--- config.mk ---
export PLATFORM = sky130hd
export DESIGN_NAME = freq_gate_controller_flat
export DESIGN_NICKNAME = d
export VERILOG_FILES = /design/src/rtl/freq_gate_controller_if.sv /design/src/rtl/freq_gate_controller.sv /design/src/flat_wrapper.sv
export SDC_FILE = /design/constraint.sdc
export NUM_CORES = 1
export LEC_CHECK = 0
export CAP_MARGIN = 40
export CORE_UTILIZATION = 52
export DETAILED_ROUTE_END_ITERATION = 16
export GPL_TIMING_DRIVEN = 0
export PLACE_DENSITY_LB_ADDON = 0.05
export SETUP_SLACK_MARGIN = 0.2
export SLEW_MARGIN = 30
export SYNTH_ARGS = -nofsm -noshare
export SYNTH_HDL_FRONTEND = slang
export SYNTH_SLANG_ARGS = --single-unit
--- constraint.sdc ---
create_clock -name clk -period 2.3 [get_ports clk]
set_input_delay 0.46 -clock clk [delete_from_list [all_inputs] [get_ports clk]]
set_output_delay 0.46 -clock clk [all_outputs]
set_load 0.005 [all_outputs]
--- src/rtl/freq_gate_controller_if.sv ---
// Bus bundle for freq_gate_controller: measurement controls in, result and status out.
// master = controller/stimulus side, slave = the frequency gate block.
interface freq_gate_controller_if #(
   parameter int COUNT_WIDTH = 24
);
   logic                   sig_in;
   logic                   start;
   logic                   cont_mode;
   logic                   range_btn;
   logic [COUNT_WIDTH-1:0] count_out;
   logic [1:0]             range_out;
   logic                   overflow;
   logic                   valid;
   logic                   gate_open;
   logic                   busy;

   modport master (
      output sig_in, start, cont_mode, range_btn,
      input  count_out, range_out, overflow, valid, gate_open, busy
   );

   modport slave (
      input  sig_in, start, cont_mode, range_btn,
      output count_out, range_out, overflow, valid, gate_open, busy
   );
endinterface

--- src/rtl/freq_gate_controller.sv ---
// freq_gate_controller: gate-window sequencer for the frequency meter.
// Counts synchronized rising edges of sig_in during a gate of GATE_BASE,
// GATE_BASE/10 or GATE_BASE/100 clocks, latches a saturating count, then holds
// the result for HOLD_CYCLES before idling or re-measuring (continuous mode).
// Optional macro FREQ_AUTO_RANGE_EN adds automatic range stepping at LATCH.
module freq_gate_controller #(
   parameter int GATE_BASE   = 50000000,
   parameter int HOLD_CYCLES = 5000000,
   parameter int COUNT_WIDTH = 24
) (
   input logic                  clk,
   input logic                  rst,
   freq_gate_controller_if.slave bus
);
   localparam int TMAX = (GATE_BASE > HOLD_CYCLES) ? GATE_BASE : HOLD_CYCLES;
   localparam int TW   = $clog2(TMAX + 1);
   localparam logic [TW-1:0] GATE0_M1 = TW'(GATE_BASE - 1);
   localparam logic [TW-1:0] GATE1_M1 = TW'(GATE_BASE / 10 - 1);
   localparam logic [TW-1:0] GATE2_M1 = TW'(GATE_BASE / 100 - 1);
   localparam logic [TW-1:0] HOLD_M1  = TW'(HOLD_CYCLES - 1);

   typedef enum logic [2:0] {IDLE, CLEAR, GATE, LATCH, HOLD} state_t;

   state_t                 state_q, state_d;
   logic                   s1_q, s2_q, s3_q;
   logic                   start_q, rbtn_q;
   logic [COUNT_WIDTH-1:0] cnt_q, cnt_d;
   logic                   sat_q, sat_d;
   logic [TW-1:0]          timer_q, timer_d;
   logic [1:0]             range_q, range_d;
   logic [COUNT_WIDTH-1:0] count_q, count_d;
   logic                   ovf_q, ovf_d;
   logic                   valid_q;
   logic                   sig_rise_w, start_rise_w, range_rise_w;
   logic                   gate_open_w, busy_w;

   // Gate length minus one for the selected range (timer preload value).
   function automatic logic [TW-1:0] gate_len_m1(input logic [1:0] r);
      case (r)
         2'd0:    return GATE0_M1;
         2'd1:    return GATE1_M1;
         default: return GATE2_M1;
      endcase
   endfunction

   // Saturating increment: sticks at all-ones.
   function automatic logic [COUNT_WIDTH-1:0] sat_inc(input logic [COUNT_WIDTH-1:0] v);
      return (&v) ? v : v + COUNT_WIDTH'(1);
   endfunction

   // Range stepping 0 -> 1 -> 2 -> 0.
   function automatic logic [1:0] range_step(input logic [1:0] r);
      return (r == 2'd2) ? 2'd0 : r + 2'd1;
   endfunction

   assign sig_rise_w   = s2_q & ~s3_q;
   assign start_rise_w = bus.start & ~start_q;
   assign range_rise_w = bus.range_btn & ~rbtn_q;

   // Synchronizer for sig_in and history of the debounced button levels.
   always_ff @(posedge clk) begin
      if (rst) begin
         s1_q    <= 1'b0;
         s2_q    <= 1'b0;
         s3_q    <= 1'b0;
         start_q <= 1'b0;
         rbtn_q  <= 1'b0;
      end else begin
         s1_q    <= bus.sig_in;
         s2_q    <= s1_q;
         s3_q    <= s2_q;
         start_q <= bus.start;
         rbtn_q  <= bus.range_btn;
      end
   end

   // FSM state register.
   always_ff @(posedge clk) begin
      if (rst) state_q <= IDLE;
      else     state_q <= state_d;
   end

   // FSM next-state: timer expiry ends GATE and HOLD; cont_mode only matters at HOLD end.
   always_comb begin
      state_d = state_q;
      unique case (state_q)
         IDLE:    if (start_rise_w) state_d = CLEAR;
         CLEAR:   state_d = GATE;
         GATE:    if (timer_q == '0) state_d = LATCH;
         LATCH:   state_d = HOLD;
         HOLD:    if (timer_q == '0) state_d = bus.cont_mode ? CLEAR : IDLE;
         default: state_d = IDLE;
      endcase
   end

   // FSM outputs.
   always_comb begin
      gate_open_w = (state_q == GATE);
      busy_w      = (state_q != IDLE);
   end

   // Datapath next-state: counter, timer, range and latched result per FSM state.
   always_comb begin
      cnt_d   = cnt_q;
      sat_d   = sat_q;
      timer_d = timer_q;
      range_d = range_q;
      count_d = count_q;
      ovf_d   = ovf_q;
      unique case (state_q)
         IDLE: if (range_rise_w) range_d = range_step(range_q);
         CLEAR: begin
            cnt_d   = '0;
            sat_d   = 1'b0;
            timer_d = gate_len_m1(range_q);
         end
         GATE: begin
            if (sig_rise_w) begin
               if (&cnt_q) sat_d = 1'b1;
               cnt_d = sat_inc(cnt_q);
            end
            if (timer_q != '0) timer_d = timer_q - TW'(1);
         end
         LATCH: begin
            count_d = cnt_q;
            ovf_d   = sat_q;
            timer_d = HOLD_M1;
`ifdef FREQ_AUTO_RANGE_EN
            // Too many edges: shorten the gate; too few: lengthen it.
            if (sat_q && range_q < 2'd2)
               range_d = range_q + 2'd1;
            else if (cnt_q < COUNT_WIDTH'(10) && range_q != 2'd0)
               range_d = range_q - 2'd1;
`endif
         end
         HOLD: begin
            if (range_rise_w) range_d = range_step(range_q);
            if (timer_q != '0) timer_d = timer_q - TW'(1);
         end
         default: ;
      endcase
   end

   // Datapath registers; reset discards any partial measurement.
   always_ff @(posedge clk) begin
      if (rst) begin
         cnt_q   <= '0;
         sat_q   <= 1'b0;
         timer_q <= '0;
         range_q <= 2'd0;
         count_q <= '0;
         ovf_q   <= 1'b0;
         valid_q <= 1'b0;
      end else begin
         cnt_q   <= cnt_d;
         sat_q   <= sat_d;
         timer_q <= timer_d;
         range_q <= range_d;
         count_q <= count_d;
         ovf_q   <= ovf_d;
         valid_q <= (state_q == LATCH);
      end
   end

   assign bus.count_out = count_q;
   assign bus.range_out = range_q;
   assign bus.overflow  = ovf_q;
   assign bus.valid     = valid_q;
   assign bus.gate_open = gate_open_w;
   assign bus.busy      = busy_w;
endmodule

--- src/flat_wrapper.sv ---
// flat-port wrapper written by rule: the top's interface ports become plain ports
module freq_gate_controller_flat 
#(
   parameter int GATE_BASE   = 50000000,
   parameter int HOLD_CYCLES = 5000000,
   parameter int COUNT_WIDTH = 24
)
  (clk, rst, bus_sig_in, bus_start, bus_cont_mode, bus_range_btn, bus_count_out, bus_range_out, bus_overflow, bus_valid, bus_gate_open, bus_busy);
  freq_gate_controller_if #(.COUNT_WIDTH(COUNT_WIDTH)) bus_i ();
  input logic clk;
  input logic rst;
  input wire logic [$bits(bus_i.sig_in)-1:0] bus_sig_in;
  input wire logic [$bits(bus_i.start)-1:0] bus_start;
  input wire logic [$bits(bus_i.cont_mode)-1:0] bus_cont_mode;
  input wire logic [$bits(bus_i.range_btn)-1:0] bus_range_btn;
  output wire logic [$bits(bus_i.count_out)-1:0] bus_count_out;
  output wire logic [$bits(bus_i.range_out)-1:0] bus_range_out;
  output wire logic [$bits(bus_i.overflow)-1:0] bus_overflow;
  output wire logic [$bits(bus_i.valid)-1:0] bus_valid;
  output wire logic [$bits(bus_i.gate_open)-1:0] bus_gate_open;
  output wire logic [$bits(bus_i.busy)-1:0] bus_busy;
  assign bus_i.sig_in = bus_sig_in;
  assign bus_i.start = bus_start;
  assign bus_i.cont_mode = bus_cont_mode;
  assign bus_i.range_btn = bus_range_btn;
  assign bus_count_out = bus_i.count_out;
  assign bus_range_out = bus_i.range_out;
  assign bus_overflow = bus_i.overflow;
  assign bus_valid = bus_i.valid;
  assign bus_gate_open = bus_i.gate_open;
  assign bus_busy = bus_i.busy;
  freq_gate_controller #(.GATE_BASE(GATE_BASE), .HOLD_CYCLES(HOLD_CYCLES), .COUNT_WIDTH(COUNT_WIDTH)) u_core (.clk(clk), .rst(rst), .bus(bus_i));
endmodule
==> Yosys cells after proc, flatten, opt, wreduce, memory -nomap -nowiden <==
Cells that the tools add are included.
{ "classes": {"mux": 15, "eq_ne": 13, "n_bitwise": 6, "multipliers": 0, "reduce_logical": 15, "shifts": 0, "addsub": 3, "order_cmp": 0, "div": 0} }
{ "ops": {"columns": ["operator", "count"], "rows": [
  ["$pmux W26 S3", 1],
  ["$pmux W26 S2", 1],
  ["$mux W24", 2],
  ["$pmux W24 S2", 1],
  ["$logic_not A26 Y1", 1],
  ["$mux W26", 1],
  ["$reduce_bool A26 Y1", 1],
  ["$sub A26 B1 Y26 const B", 1],
  ["$add A24 B1 Y24 const B", 1],
  ["$reduce_and A24 Y1", 1],
  ["$pmux W3 S5", 1],
  ["$ne A2 B1 Y1 const B", 6],
  ["$mux W3", 3],
  ["$reduce_and A3 Y1", 3],
  ["$eq A3 B2 Y1 const B", 2],
  ["$reduce_bool A3 Y1", 2],
  ["$reduce_and A2 Y1", 2],
  ["$reduce_or A2 Y1", 2],
  ["$and A1 B1 Y1", 3],
  ["$eq A3 B1 Y1 const B", 1],
  ["$eq A3 B3 Y1 const B", 1],
  ["$logic_not A3 Y1", 1],
  ["$mux W1", 3],
  ["$not A1 Y1", 3],
  ["8 further kinds", 8]
]} }
{ "totals": {"memories": 0, "romBits": 0, "ff_bits": 87, "wordCells": 65, "latch_bits": 0, "in_bits": 6, "ramBits": 0, "output_inout_bits": 30} }

==> Depth between registers and ports, before layout <==
Gate-level depths: netlist (run 1).
{ "depth": {"ltp_word": 4, "mapped_depth": 8, "depth_no_buf": 7} }

==> Worst setup path after synthesis (run 1) <==
No wires, ideal clock.
{ "synth_path": {"kind": "flip-flop to flip-flop", "startpoint": "register u_core.timer_q[0]", "endpoint": "register u_core.timer_q[1]", "stages_incl_launch_ff": 8, "slack_ns": 0.189, "t_arrival_ns": 2.023, "synth_period_minus_slack_ns": 2.111, "required_ns": 2.212, "setup_ns": 0.088, "path_buffers": 1, "path_cell_list": "dfxtp_1 -> inv_1 -> ha_1 -> nor4b_4 -> nand4_2 -> o41a_1 -> buf_2 -> a311oi_2"} }
{ "synth_via": {"elab_chain_cells": 3, "word_cells_on_any_way": 6, "cone_classes": "add/sub (1); eq/ne (1); mux (2); reduce/logical (2)"} }
{ "synth_lines": {"columns": ["item", "line", "source"], "rows": [
  ["from (decl)", "freq_gate_controller.sv:29", "logic [TW-1:0] timer_q, timer_d;"],
  ["from (signal assigned)", "freq_gate_controller.sv:157", "timer_q <= timer_d;"],
  ["$sub A26 B1 Y26 or $reduce_bool A26 Y1 (tied branches)", "freq_gate_controller.sv:122, freq_gate_controller.sv:138", null],
  ["$mux W26 or $ne A2 B1 Y1 (tied branches)", null, null],
  ["$pmux W26 S3 or $reduce_and A2 Y1 (tied branches)", null, null]
]} }
Several ways; a longest one is shown, not always the timed one. The select of a mux whose other input is x is not followed.
A chain may end at the register's enable or synchronous reset.

==> Worst setup path in the final report (run 1) <==
{ "layout_path": {"startpoint": "register u_core.state_q[1]", "endpoint": "register u_core.timer_q[19]"} }
{ "layout_via": {"elab_chain_cells": 4, "word_cells_on_any_way": 9, "cone_classes": "eq/ne (5); mux (1); reduce/logical (3)"} }
{ "layout_lines": {"columns": ["item", "line", "source"], "rows": [
  ["from (decl)", "freq_gate_controller.sv:24", "state_t state_q, state_d;"],
  ["from (signal assigned)", "freq_gate_controller.sv:80", "else state_q <= state_d;"],
  ["$eq A3 B2 Y1 or $eq A3 B3 Y1 (tied branches)", "freq_gate_controller.sv:110", "unique case (state_q)"],
  ["$reduce_or A2 Y1 (no line)", null, null],
  ["$ne A2 B1 Y1 (no line) or $reduce_bool A3 Y1 (tied branches)", null, null],
  ["$reduce_and A2 Y1 (no line)", null, null]
]} }
Several ways; a longest one is shown, not always the timed one.

==> results of run 1 <==
layer usage:
| layer | wire length, um | share of wire [%] | track usage, % | vias to the layer above |
|---|---|---|---|---|
| li1 | - | - | - | 2075 |
| met1 | 5010 | 41 | 34.1 | 2058 |
| met2 | 6200 | 51 | 51.9 | 135 |
| met3 | 507 | 4.1 | 3.61 | 47 |
| met4 | 515 | 4.2 | 15.4 | 0 |
| met5 | 0 | 0 | 0 | - |
sequential cells by signal, indices dropped and copies added (netlist names), 2 cells and up:
name                  count
u_core.bus.count_out     24
u_core.bus.range_out      2
u_core.cnt_q             24
u_core.state_q            3
u_core.timer_q           26
cell usage after synthesis, drive strengths merged (2+ instances only):
master    n  area share [%]
o311ai    4            0.83
dfxtp    87              41
a21o      2            0.35
nand2b    6            0.89
clkbuf   23             2.0
nand4    12             1.9
and2      4            0.59
ha        2            0.59
nor3     20             2.5
nor4b     2            0.77
o21a      2            0.35
a2111oi   2            0.56
or4b      2            0.47
a31o      2            0.41
or2       3            0.44
xnor2     7             1.4
a21oi    65             7.7
and3      3            0.44
and4      5             1.0
or3      18             2.7
o41ai     9             2.3
xor2      4            0.83
nand2    82             7.3
nand3b    3            0.53
o21ai    25             3.0
a31oi     4            0.59
nor2b     8             1.2
inv       7            0.62
o211ai    4            0.71
a311oi    2            0.56
o41a      2            0.53
o31ai     7             1.6
mux2i     3            0.71
nor4      9             1.3
a211oi    9             1.6
o32ai     2            0.41
buf       8             1.1
or4       7             1.2
nor2     31             2.7
nand3    16             1.9
cell type report:
| cell class | instances | area, um2 |
|---|---|---|
| buffer | 31 | 196 |
| inverter | 7 | 26.3 |
| tap | 102 | 128 |
| multi-input combinational | 398 | 2610 |
| sequential | 87 | 1780 |
| timing repair buffer | 62 | 583 |
| clock buffer | 9 | 124 |
| clock inverter | 7 | 47.5 |
| fill | 626 | 2310 |
worst paths after layout:
| path | startpoint | to | slack [ns] | cells past startpoint |
|---|---|---|---|---|
| setup / recovery | u_core.state_q[1] | u_core.timer_q[19] | 0.13 | 8 |
| hold / removal | u_core.s1_q | u_core.s2_q | 0.45 | 1 |
| hold reg to reg | u_core.s1_q | u_core.s2_q | 0.45 | 1 |
| setup reg to reg | u_core.state_q[1] | u_core.timer_q[19] | 0.13 | 8 |
worst max-delay path: stages, from the launching register on:
cell      delay (ns)
dfxtp_2         0.34
buf_6           0.13
buf_6           0.12
xnor2_2         0.12
nor2_1          0.40
clkbuf_1        0.50
o41ai_1         0.20
a21oi_2         0.17
a211oi_1        0.06
metrics by stage:
| step | setup slack (ns) | instances | TNS, ns | power (mW) |
|---|---|---|---|---|
| floorplan | 0.204 | 523 | 0 | 3.66 |
| global placement | -0.289 | 659 | -6.30 | 4.28 |
| detailed placement | -0.305 | 659 | -6.77 | 4.33 |
| CTS | 0.172 | 688 | 0 | 5.68 |
| global route | 0.0379 | 703 | 0 | 6.61 |
| finish | 0.132 | 703 | 0 | 6.28 |
what timing repair did:
item / 4_1_cts / 5_1_grt
resized for setup: 46 / 75
pin swaps: 7 / 23
hold endpoints to repair: 0 / 0
cloned: 2 / 2
buffers inserted: 11 / 13
setup endpoints to repair: 73 / 68
power by group through the flow:
stage                     clock network, mW  registers [mW]  logic (mW)
after floorplan                           0            1.91        1.74
after global placement                    0            1.97        2.31
final                                 0.965            2.02        3.29
after global routing                   1.04            2.05        3.52
after detailed placement                  0            1.98        2.35
after CTS                             0.983            1.97        2.73
logic make-up after synthesis:
logic type / Yosys count
AOI/OAI and AO/OA: 149
adders and majority gates: 2
buffers and inverters: 38
muxes: 3
and+or+nand+nor: 233
xor gates and xnor gates: 11
DFF: 87
==> out/qor.yml, run 1 <==
outcome: "finished, final reports clean"
grt_pass1_vias: 4063
syn_inst: 523
clockPowerShare_pct: 15.4
fp.dieW_um: 92.3
synth_edf_count: 0
crit_type: "reg -> reg"
powerDensity_nw_per_um2: 1140
first_iter_violations: 227
htree_levels: 3
ys_warn_count: 0
internal_power_mw: 3.52
finalClockSkew_ns: 0.00744
yosys.area_share.simple_pct: 28.3
relSlewSlack_pct: 42.5
endpoint_kind: "flop"
period_share_pct: 94.3
grt_max_degree: 16
routabilityCongestion: 0.927
cts_hold_buf: 0
placed_area_um2: 4710
setup_viol: 0
ys_seq_area_share_pct: 41.1
post_drt_wl_per_cell_um: 17.4
cts-root-buf: "clkbuf_8"
core_area_um2: 7810
ant_nets: 0
numCtsBuffers: 9
drive_above_1_share_pct: 22.6
hp-class: "reg -> reg"
critPathRequiredTime_ns: 2.52
synth-async-reset-ratio_pct: 0
report.final.hold_viol_count: 0
synth_fa_ha_area_share_pct: 0.590
synth_nets: 531
critPathMaxFanout: 10
p_switching_mw: 2.76
slew_viol_final: 0
grtUsageTotal_pct: 29.2
syn_avg_cell_area_um2: 8.11
peakVddDrop_v: 0.000486
grt_pass1_wl_um: 19500
cts_tree: "built"
comb_power_share_pct: 52.4
cap_viol_max_count: 0
via_count: 4315
antenna_found_initial: 0
final_cell_mix: "nand2_1 (81), dfxtp_1 (66), a21oi_1 (56)"
tightest_slew_ns: 0.856
clkSinkCount: 87
ioPinCount: 36
die_h_um: 92.3
die_area_um2: 8520
p_seq_share_pct: 32.2
p_leak_nw: 1.78
final_area_um2: 5490
nets: 604
min_period_ns: 2.17
grt-ovfl-total: 0
synth_compound_area_share_pct: 23.3
grt_setup_unrepaired: "yes"
cp.arrival_ns: 2.39
syn2layout_area_growth_pct: 29.6
via_per_inst: 6.14
p_sw_share_pct: 44.0
yosysUniqueCellTypes: 63
start_util_pct: 54.3
synthesis.area_um2: 4240
layout_commonest_cell: "nand2_1"
num_rows: 32
cp-start-kind: "flop"
ys.flop_type: "dfxtp_1"
path_clk_slew_ns: 0.09
dp_hpwl_um: 8240
clk_latency_ns: 0.36
ys_ff_latch: 87
post-route-drc-count: 0
cts.path.max_buffers: 2
synthXorXnorAreaFrac_pct: 2.27
synth_top_family_by_area: "simple AND/OR/NAND/NOR gates"
antenna_cells: 0
wl_um: 12200
hold_slack_ns: 0.455
port_buffers: 34
synthMuxAreaShare_pct: 0.708
max_freq_mhz: 461
utilization_pct: 70.4
dr.pass1.iters: 5
Power figures use the tool's default switching activity.
==> run 2, diff against run 1 <==
--- a/config.mk
+++ b/config.mk
@@ -6,7 +6,7 @@
 export NUM_CORES = 1
 export LEC_CHECK = 0
 export CAP_MARGIN = 40
-export CORE_UTILIZATION = 52
+export CORE_UTILIZATION = 58
 export DETAILED_ROUTE_END_ITERATION = 16
 export GPL_TIMING_DRIVEN = 0
 export PLACE_DENSITY_LB_ADDON = 0.05
==> constraint.sdc (replaced) <==
create_clock -name clk -period 2.41 [get_ports clk]
set_input_delay 0.482 -clock clk [delete_from_list [all_inputs] [get_ports clk]]
set_output_delay 0.482 -clock clk [all_outputs]
set_load 0.005 [all_outputs]
==> out/qor.yml, run 2 (same netlist as run 1, synthesis figures left out) <==
outcome: "finished, final reports clean"
port_buffers: 34
p_sw_share_pct: 43.9
num_rows: 30
clockPowerShare_pct: 19.9
cts-root-buf: "clkbuf_8"
first_iter_violations: 399
p_leak_nw: 1.71
antenna_cells: 0
dr.pass1.iters: 6
slew_viol_final: 0
core_area_um2: 6940
period_share_pct: 93.8
ff2ff_setup_slack_ns: 0.15
cpPeakStageDelay_ns: 0.59
powerDensity_nw_per_um2: 1110
min_period_ns: 2.26
max_freq_mhz: 442
grt_pass1_vias: 3772
worst_path_max_delay_cell: "o41a_1"
critPathMaxFanout: 5
cts_tree: "built"
endpoint_kind: "flop"
cts.path.max_buffers: 2
antenna_found_initial: 0
ant_nets: 0
grt_setup_unrepaired: "yes"
cap_viol_max_count: 0
utilization_pct: 76.4
grt_max_degree: 17
grtUsageTotal_pct: 32.8
cp.arrival_ns: 2.55
finalClockSkew_ns: 0.00416
numCtsBuffers: 9
peakVddDrop_v: 0.000734
cp_num_cells: 8
grt_pass1_wl_um: 19100
min_path_cells: 2
htree_levels: 3
report.final.hold_viol_count: 0
grt-ovfl-total: 0
cp-start-kind: "flop"
internal_power_mw: 3.31
wl_um: 12600
clkSinkCount: 87
top_register: "u_core.timer_q"
final.setup.tns_ns: 0
reg2regPathDepth: 8
crit_type: "reg -> reg"
hp-class: "reg -> reg"
ioPinCount: 36
fillCellCount: 521
clk_latency_ns: 0.36
routabilityCongestion: 0.925
layout_commonest_cell: "nand2_1"
critPathRequiredTime_ns: 2.70
path_clk_slew_ns: 0.09
die_h_um: 87.5
path_cells: "inv_2 -> ha_4 -> nor4b_4 -> nand4_4 -> o41a_1 -> buf_4 -> nand4_1 -> mux2i_1"
via_count: 4410
setup_viol: 0
fp.dieW_um: 87.5
start_util_pct: 61.1
p_switching_mw: 2.59
dp_hpwl_um: 8290
syn2layout_area_growth_pct: 25.2
cp_num_buf_inv: 2
post_drt_wl_per_cell_um: 18.5
drive_above_1_share_pct: 17.8
critPathTopFamily: "simple AND/OR/NAND/NOR gates"
tightest_slew_ns: 0.696
relSlewSlack_pct: 53.0
die_area_um2: 7660
p_seq_share_pct: 32.3
post-route-drc-count: 0
largest_reg_flops: 26
via_per_inst: 6.44
comb_power_share_pct: 47.8
hold_slack_ns: 0.456
final_cell_mix: "nand2_1 (82), dfxtp_1 (68), a21oi_1 (61)"
nets: 592
run 2: cell count changes in the layout (fill, tap and decap cells not counted), sizes merged:
cell,previous run,this run
clkinv,4,0
buf,38,24
bufinv,0,2
inv,8,10
clkbuf,30,32
run 2: area by class of cell:
| class | count | area [um2] | share of cell area (%) |
|---|---|---|---|
| Buffer | 31 | 181 | 3.42 |
| Clock buffer | 9 | 124 | 2.33 |
| Clock inverter | 7 | 104 | 1.96 |
| Inverter | 7 | 26.3 | 0.495 |
| Multi-Input combinational cell | 398 | 2510 | 47.3 |
| Sequential cell | 87 | 1780 | 33.5 |
| Tap cell | 96 | 120 | 2.26 |
| Timing Repair Buffer | 50 | 463 | 8.72 |
run 2: path summary, 6_finish.rpt:
check	start	endpoint
worst min register to register	u_core.bus.count_out[10]	u_core.bus.count_out[10]
worst min-delay path	u_core.bus.count_out[10]	u_core.bus.count_out[10]
worst max-delay path	u_core.timer_q[0]	u_core.timer_q[7]
worst max register to register	u_core.timer_q[0]	u_core.timer_q[7]
run 2: repair_timing:
item	CTS	global route
pin swaps	5	10
endpoints found under the setup margin	58	54
resized for setup	18	69
buffers inserted	6	8
hold buffers	0	0
cloned	0	2
run 2: per-layer routing:
layer  GRT usage (%)  up-vias  wire length [um]
li1                -     2060                 -
met5               0        -                 0
met3            8.34       18              1120
met1            47.8     2110              5740
met4            6.86        0               113
met2            49.0      222              5680
run 2: worst reg2reg max path, cell delays in order, from the launching register on:
cell,delay [ns]
dfxtp_2,0.35
inv_2,0.09
ha_4,0.14
nor4b_4,0.29
nand4_4,0.19
o41a_1,0.59
buf_4,0.21
nand4_1,0.11
mux2i_1,0.22
run 2: power groups by stage:
stage / clock network (mW) / registers (mW) / logic (mW)
after global placement: 0 / 1.88 / 2.22
final: 1.18 / 1.91 / 2.82
after CTS: 1.18 / 1.85 / 2.41
after floorplan: 0 / 1.83 / 1.66
after global routing: 1.24 / 1.94 / 2.99
after detailed placement: 0 / 1.88 / 2.26
run 2: stage by stage:
step | setup WS, ns | power [mW] | area [um2] | instances
6_report | 0.149 | 5.91 | 5310 | 685
3_3_place_gp | -0.0854 | 4.10 | 4700 | 653
2_1_floorplan | 0.299 | 3.49 | 4240 | 523
3_5_place_dp | -0.152 | 4.14 | 4700 | 653
4_1_cts | 0.201 | 5.44 | 5020 | 675
5_1_grt | 0.112 | 6.16 | 5310 | 685
